`config.mk`:
```
export PLATFORM = sky130hd
export DESIGN_NAME = seq_lock_ctrl_flat
export DESIGN_NICKNAME = d
export VERILOG_FILES = /design/src/rtl/seq_lock_ctrl_if.sv /design/src/rtl/seq_lock_ctrl.sv /design/src/flat_wrapper.sv
export SDC_FILE = /design/constraint.sdc
export NUM_CORES = 1
export LEC_CHECK = 0
export CAP_MARGIN = 15
export CORE_MARGIN = 3
export CORE_UTILIZATION = 45
export DETAILED_ROUTE_END_ITERATION = 10
export DONT_BUFFER_PORTS = 1
export SYNTH_ARGS = -nofsm -noshare
export SYNTH_HDL_FRONTEND = slang
export SYNTH_SLANG_ARGS = --single-unit
```
`constraint.sdc`:
```
create_clock -name clock -period 2.8 [get_ports clock]
set_clock_uncertainty 0.1 [all_clocks]
set_input_delay 0.84 -clock clock [delete_from_list [all_inputs] [get_ports clock]]
set_output_delay 0.84 -clock clock [all_outputs]
set_load 0.05 [all_outputs]
```
`src/rtl/seq_lock_ctrl_if.sv`:
```
`default_nettype none
// ============================================================================
//  Module   : seq_lock_ctrl_if
//  Brief    : Control/status bundle between a serial bit source and the
//             combination-lock controller. The master drives pattern, arm,
//             relock and serial bits. The slave returns lock status.
//  Revision : 1.0 - initial release
// ============================================================================
interface seq_lock_ctrl_if #(
  parameter int PAT_W = 4
);
  logic             load_pattern;
  logic [PAT_W-1:0] pattern_in;
  logic             start;
  logic             relock;
  logic             x;
  logic             x_valid;
  logic             busy;
  logic             unlocked;
  logic             locked_out;
  logic             attempt_fail;
  logic [3:0]       tries;

  // Source side: drives commands and serial data, observes status.
  modport master (
    output load_pattern, pattern_in, start, relock, x, x_valid,
    input  busy, unlocked, locked_out, attempt_fail, tries
  );

  // Controller side.
  modport slave (
    input  load_pattern, pattern_in, start, relock, x, x_valid,
    output busy, unlocked, locked_out, attempt_fail, tries
  );
endinterface
`default_nettype wire

```
`src/rtl/seq_lock_ctrl.sv`:
```
`default_nettype none
// ============================================================================
//  Module   : seq_lock_ctrl
//  Brief    : Serial-bit combination lock. Holds a PAT_W-bit pattern and
//             collects PAT_W qualified bits per attempt once armed. It counts
//             failed attempts, which are mismatches or inactivity timeouts,
//             and enters a timed lockout after MAX_TRIES failures.
//  Revision : 1.0 - initial release
// ============================================================================
module seq_lock_ctrl #(
  parameter int PAT_W          = 4,
  parameter int MAX_TRIES      = 3,
  parameter int LOCKOUT_CYCLES = 16,
  parameter int TIMEOUT_CYCLES = 32
) (
  input  wire               clock,
  input  wire               reset,   // synchronous, active low
  seq_lock_ctrl_if.slave    bus
);

  localparam int BIT_W  = $clog2(PAT_W + 1);
  localparam int IDLE_W = $clog2(TIMEOUT_CYCLES);
  localparam int LOCK_W = $clog2(LOCKOUT_CYCLES);

  localparam logic [BIT_W-1:0]  BIT_LAST  = BIT_W'(PAT_W - 1);
  localparam logic [IDLE_W-1:0] IDLE_LAST = IDLE_W'(TIMEOUT_CYCLES - 1);
  localparam logic [LOCK_W-1:0] LOCK_LAST = LOCK_W'(LOCKOUT_CYCLES - 1);
  localparam logic [3:0]        TRIES_MAX = 4'(MAX_TRIES);

  typedef enum logic [1:0] {
    S_IDLE    = 2'd0,
    S_ARMED   = 2'd1,
    S_UNLOCK  = 2'd2,
    S_LOCKOUT = 2'd3
  } state_t;

  state_t             state_q;
  logic [PAT_W-1:0]   pattern_q;
  logic [PAT_W-1:0]   shift_q;
  logic [BIT_W-1:0]   bit_cnt_q;
  logic [IDLE_W-1:0]  idle_cnt_q;
  logic [LOCK_W-1:0]  lock_cnt_q;
  logic [3:0]         tries_q;
  logic               attempt_fail_q;

  // The last bit is compared in the same edge it is shifted in. The shift
  // value seen here is therefore the one that will be registered.
  logic [PAT_W-1:0]   shift_d;
  logic [3:0]         tries_d;
  logic               fail_locks_d;

  // Next shift value and post-failure try count, shared by mismatch and timeout.
  always_comb begin
    shift_d      = {shift_q[PAT_W-2:0], bus.x};
    tries_d      = tries_q + 4'd1;
    fail_locks_d = (tries_d == TRIES_MAX);
  end

  // Lock sequencing: state, pattern, attempt collection and failure tracking.
  always_ff @(posedge clock) begin
    if (!reset) begin
      state_q        <= S_IDLE;
      pattern_q      <= '1;
      shift_q        <= '0;
      bit_cnt_q      <= '0;
      idle_cnt_q     <= '0;
      lock_cnt_q     <= '0;
      tries_q        <= '0;
      attempt_fail_q <= 1'b0;
    end else begin
      attempt_fail_q <= 1'b0;
      case (state_q)
        S_IDLE: begin
          if (bus.load_pattern) pattern_q <= bus.pattern_in;
          if (bus.start) begin
            state_q    <= S_ARMED;
            shift_q    <= '0;
            bit_cnt_q  <= '0;
            idle_cnt_q <= '0;
            tries_q    <= '0;
          end
        end

        S_ARMED: begin
          if (bus.relock) begin
            // Abandon the attempt. The pending bit is discarded and no failure is recorded.
            state_q    <= S_IDLE;
            tries_q    <= '0;
            bit_cnt_q  <= '0;
            idle_cnt_q <= '0;
          end else if (bus.x_valid) begin
            shift_q    <= shift_d;
            idle_cnt_q <= '0;
            if (bit_cnt_q == BIT_LAST) begin
              bit_cnt_q <= '0;
              if (shift_d == pattern_q) begin
                state_q <= S_UNLOCK;
              end else begin
                attempt_fail_q <= 1'b1;
                tries_q        <= tries_d;
                if (fail_locks_d) begin
                  state_q    <= S_LOCKOUT;
                  lock_cnt_q <= '0;
                end
              end
            end else begin
              bit_cnt_q <= bit_cnt_q + BIT_W'(1);
            end
          end else if (bit_cnt_q != '0) begin
            // Inactivity only counts once an attempt has begun.
            if (idle_cnt_q == IDLE_LAST) begin
              idle_cnt_q     <= '0;
              bit_cnt_q      <= '0;
              attempt_fail_q <= 1'b1;
              tries_q        <= tries_d;
              if (fail_locks_d) begin
                state_q    <= S_LOCKOUT;
                lock_cnt_q <= '0;
              end
            end else begin
              idle_cnt_q <= idle_cnt_q + IDLE_W'(1);
            end
          end
        end

        S_UNLOCK: begin
          if (bus.load_pattern) pattern_q <= bus.pattern_in;
          if (bus.relock) begin
            state_q <= S_IDLE;
            tries_q <= '0;
          end
        end

        S_LOCKOUT: begin
          // Inputs are deaf here. The state holds for exactly LOCKOUT_CYCLES cycles.
          if (lock_cnt_q == LOCK_LAST) begin
            state_q    <= S_IDLE;
            lock_cnt_q <= '0;
            tries_q    <= '0;
          end else begin
            lock_cnt_q <= lock_cnt_q + LOCK_W'(1);
          end
        end

        default: state_q <= S_IDLE;
      endcase
    end
  end

  // Status flags are pure decodes of registered state.
  assign bus.busy         = (state_q == S_ARMED);
  assign bus.unlocked     = (state_q == S_UNLOCK);
  assign bus.locked_out   = (state_q == S_LOCKOUT);
  assign bus.attempt_fail = attempt_fail_q;
  assign bus.tries        = tries_q;

endmodule
`default_nettype wire

```
`src/flat_wrapper.sv`:
```
// flat-port wrapper written by rule: the top's interface ports become plain ports
module seq_lock_ctrl_flat 
#(
  parameter int PAT_W          = 4,
  parameter int MAX_TRIES      = 3,
  parameter int LOCKOUT_CYCLES = 16,
  parameter int TIMEOUT_CYCLES = 32
)
  (clock, reset, bus_load_pattern, bus_pattern_in, bus_start, bus_relock, bus_x, bus_x_valid, bus_busy, bus_unlocked, bus_locked_out, bus_attempt_fail, bus_tries);
  seq_lock_ctrl_if #(.PAT_W(PAT_W)) bus_i ();
  input  wire clock;
  input  wire reset;
  input wire logic [$bits(bus_i.load_pattern)-1:0] bus_load_pattern;
  input wire logic [$bits(bus_i.pattern_in)-1:0] bus_pattern_in;
  input wire logic [$bits(bus_i.start)-1:0] bus_start;
  input wire logic [$bits(bus_i.relock)-1:0] bus_relock;
  input wire logic [$bits(bus_i.x)-1:0] bus_x;
  input wire logic [$bits(bus_i.x_valid)-1:0] bus_x_valid;
  output wire logic [$bits(bus_i.busy)-1:0] bus_busy;
  output wire logic [$bits(bus_i.unlocked)-1:0] bus_unlocked;
  output wire logic [$bits(bus_i.locked_out)-1:0] bus_locked_out;
  output wire logic [$bits(bus_i.attempt_fail)-1:0] bus_attempt_fail;
  output wire logic [$bits(bus_i.tries)-1:0] bus_tries;
  assign bus_i.load_pattern = bus_load_pattern;
  assign bus_i.pattern_in = bus_pattern_in;
  assign bus_i.start = bus_start;
  assign bus_i.relock = bus_relock;
  assign bus_i.x = bus_x;
  assign bus_i.x_valid = bus_x_valid;
  assign bus_busy = bus_i.busy;
  assign bus_unlocked = bus_i.unlocked;
  assign bus_locked_out = bus_i.locked_out;
  assign bus_attempt_fail = bus_i.attempt_fail;
  assign bus_tries = bus_i.tries;
  seq_lock_ctrl #(.PAT_W(PAT_W), .MAX_TRIES(MAX_TRIES), .LOCKOUT_CYCLES(LOCKOUT_CYCLES), .TIMEOUT_CYCLES(TIMEOUT_CYCLES)) u_core (.clock(clock), .reset(reset), .bus(bus_i));
endmodule
```
==> out/metrics.yaml <==
die:
  start_util: 0.480
  core-area_um2: 3100
  dieHeight_um: 63.5
  dieWidth_um: 63.5
  die_area_um2: 4040
  ios: 19
  rows: 20
clock_network:
  clock_latency_ns: 0.33
  cts-root-buf: "clkbuf_4"
  numClockSinks: 26
  hold_buffers: 0
  cts_tree: "yes"
  post_cts_buffers: 0
  cts_buffer_depth: 2
  ctsResizeCount: 0
  clkTransAtPathRegs_ns: 0.15
  cts_made_buffers: 3
  htree_levels: 1
yosys:
  synth_flop_cell: "dfxtp_1"
  ys_ff_latch: 26
  syn_area_um2: 1490
  avgSynthCellArea_um2: 8.71
  synthTopCellsByArea: "dfxtp_1, ha_1, mux2i_1"
  yosysWarnings: 0
  synth_edf_count: 0
  synth_commonest_cells: "dfxtp_1, nand2_1, nor2_1, nand3_1"
  netlist_instances: 171
  ys_types: 50
  async_reset_ff_frac: 0
  synth_seq_area_share: 0.349
  yosysMostFrequentCell: "dfxtp_1"
  synth_nets: 189
  synth_area_leader_cell: "dfxtp_1"
  synth.top_cell.area_share: 0.349
critical_path:
  crit_path_end_kind: "output pin"
  max_stage_delay_ns: 0.63
  slowest_stage: "dfxtp_1"
  worstPathRequired_ns: 1.86
  critPathLaunchType: "flop"
  r2r_start: "u_core.state_q[1]"
  critical_path_class: "reg2out"
  crit_fanout: 11
  critPathLaunch: "u_core.state_q[1]"
  arrival_ns: 1.60
  crit_chain: "nand2_1, inv_1"
  worstRegToRegCells: 4
global_route:
  grt_first_pass_wirelength_um: 5020
  track_usage: 0.154
  antenna_found_initial: 0
  grt_overflow_total: 0
  grt_max_degree: 19
  grt_pass1_vias: 1126
status:
  outcome: "finished clean"
power:
  power_mw: 0.644
  power_density_nw_per_um2: 414
  p_leak_nw: 0.578
  irDropWorstVdd_mv: 0.310
sta:
  rsz0062_at_grt: "no"
  slew_headroom: 0.546
  finalHoldViolations: 0
  tightest_slew_ns: 0.680
  fin_crit_sh: 0.909
  layout_min_cycle_time_ns: 2.54
  timing.fmax_mhz: 393
  setup_tns_ns: 0
  slew_violations: 0
  timing.final.setup_violations: 0
finish:
  area_growth_pct: 4.53
  antenna_cells: 0
  layout.nets: 189
  layout-drive-gt1-share: 0.106
route:
  wl_per_cell_um: 13.9
  via_per_inst: 5.50
  first_iter_violations: 86
  via_count: 1178
  firstDrtPassIters: 4
  wl_um: 2960
  drtAntennaViolNets: 0
  remaining_drc_errors: 0
run:
  cap_violations: 0
hold_path:
  worstHoldStart: "u_core.idle_cnt_q[4]"
  min_path_type: "reg2reg"
  whs_path_depth: 2
place:
  place_hpwl_um: 2220
  gp_congestion: 0.820
  port_buffers: 0
[per-layer routing]
metal	track usage	wire, µm
met5	0	0
met4	0.0431	37
met3	0.0481	123
met2	0.261	1390
met1	0.185	1410
[worst paths after layout]
path,to,slack [ns]
worst max register to register,u_core.bus.tries[1],0.67
worst min register to register,u_core.idle_cnt_q[4],0.39
worst max-delay path,bus_locked_out,0.26
worst min-delay path,u_core.idle_cnt_q[4],0.39
[critical path: cells and delay by family, from the launching register on]
kind / cells / cell delay (ns)
flip-flops: 1 / 0.63
buffers and inverters: 1 / 0.43
AND/OR/NAND/NOR: 1 / 0.22
[placed cells by master (no fill, tap or decap), types with 3 or more instances in the layout]
cell,netlist,final
nand4_1,3,3
nor2_1,15,15
o21ai_0,6,6
xnor2_1,5,5
nand2_1,18,18
nor3_1,6,6
and2b_1,3,3
mux2i_1,7,7
nand3_1,9,9
nor2b_1,3,3
ha_1,7,7
a21oi_1,7,7
dfxtp_1,26,26
inv_1,7,7
clkbuf_4,0,3
and2_1,4,4
[flip-flops by register name, summed over array words and instances (netlist names)]
name,count
u_core.bus.tries,4
u_core.pattern_q,4
u_core.shift_q,3
u_core.lock_cnt_q,4
u_core.bus.attempt_fail,1
u_core.state_q,2
u_core.idle_cnt_q,5
u_core.bit_cnt_q,3
[logic make-up (layout without fill, tap and decap cells)]
family / Yosys count / in the layout / share of synthesized area
simple gates: 77 / 77 / 0.291
mux: 8 / 8 / 0.0546
compound gates: 32 / 32 / 0.162
xor+xnor: 7 / 7 / 0.0411
fa+ha+maj: 7 / 7 / 0.0588
buf+inv: 14 / 13 / 0.0437
flops: 26 / 26 / 0.349
[final cells by class]
| type | count | area (µm²) |
|---|---|---|
| Clock buffer | 4 | 36.3 |
| Fill cell | 322 | 1550 |
| Inverter | 7 | 26.3 |
| Multi-Input combinational cell | 131 | 905 |
| Sequential cell | 26 | 520 |
| Tap cell | 44 | 55.1 |
| Timing Repair Buffer | 2 | 15.0 |
[stage by stage]
step	hold WS [ns]	cell area [µm²]	utilization	setup WS, ns	cells
floorplan	0.344	1490	-	0.707	171
global placement	0.360	1520	0.490	0.682	210
detailed placement	0.370	1520	0.490	0.646	210
CTS	0.390	1560	0.502	0.254	214
global route	0.411	1560	0.502	0.120	214
finish	0.386	1560	0.502	0.255	214
[report_power, final]
part / total [mW] / internal, mW / switching (mW)
clock network: 0.196 / 0.0798 / 0.116
registers: 0.384 / 0.377 / 0.00685
logic: 0.0642 / 0.0294 / 0.0348
(Power assumes the default switching activity.)
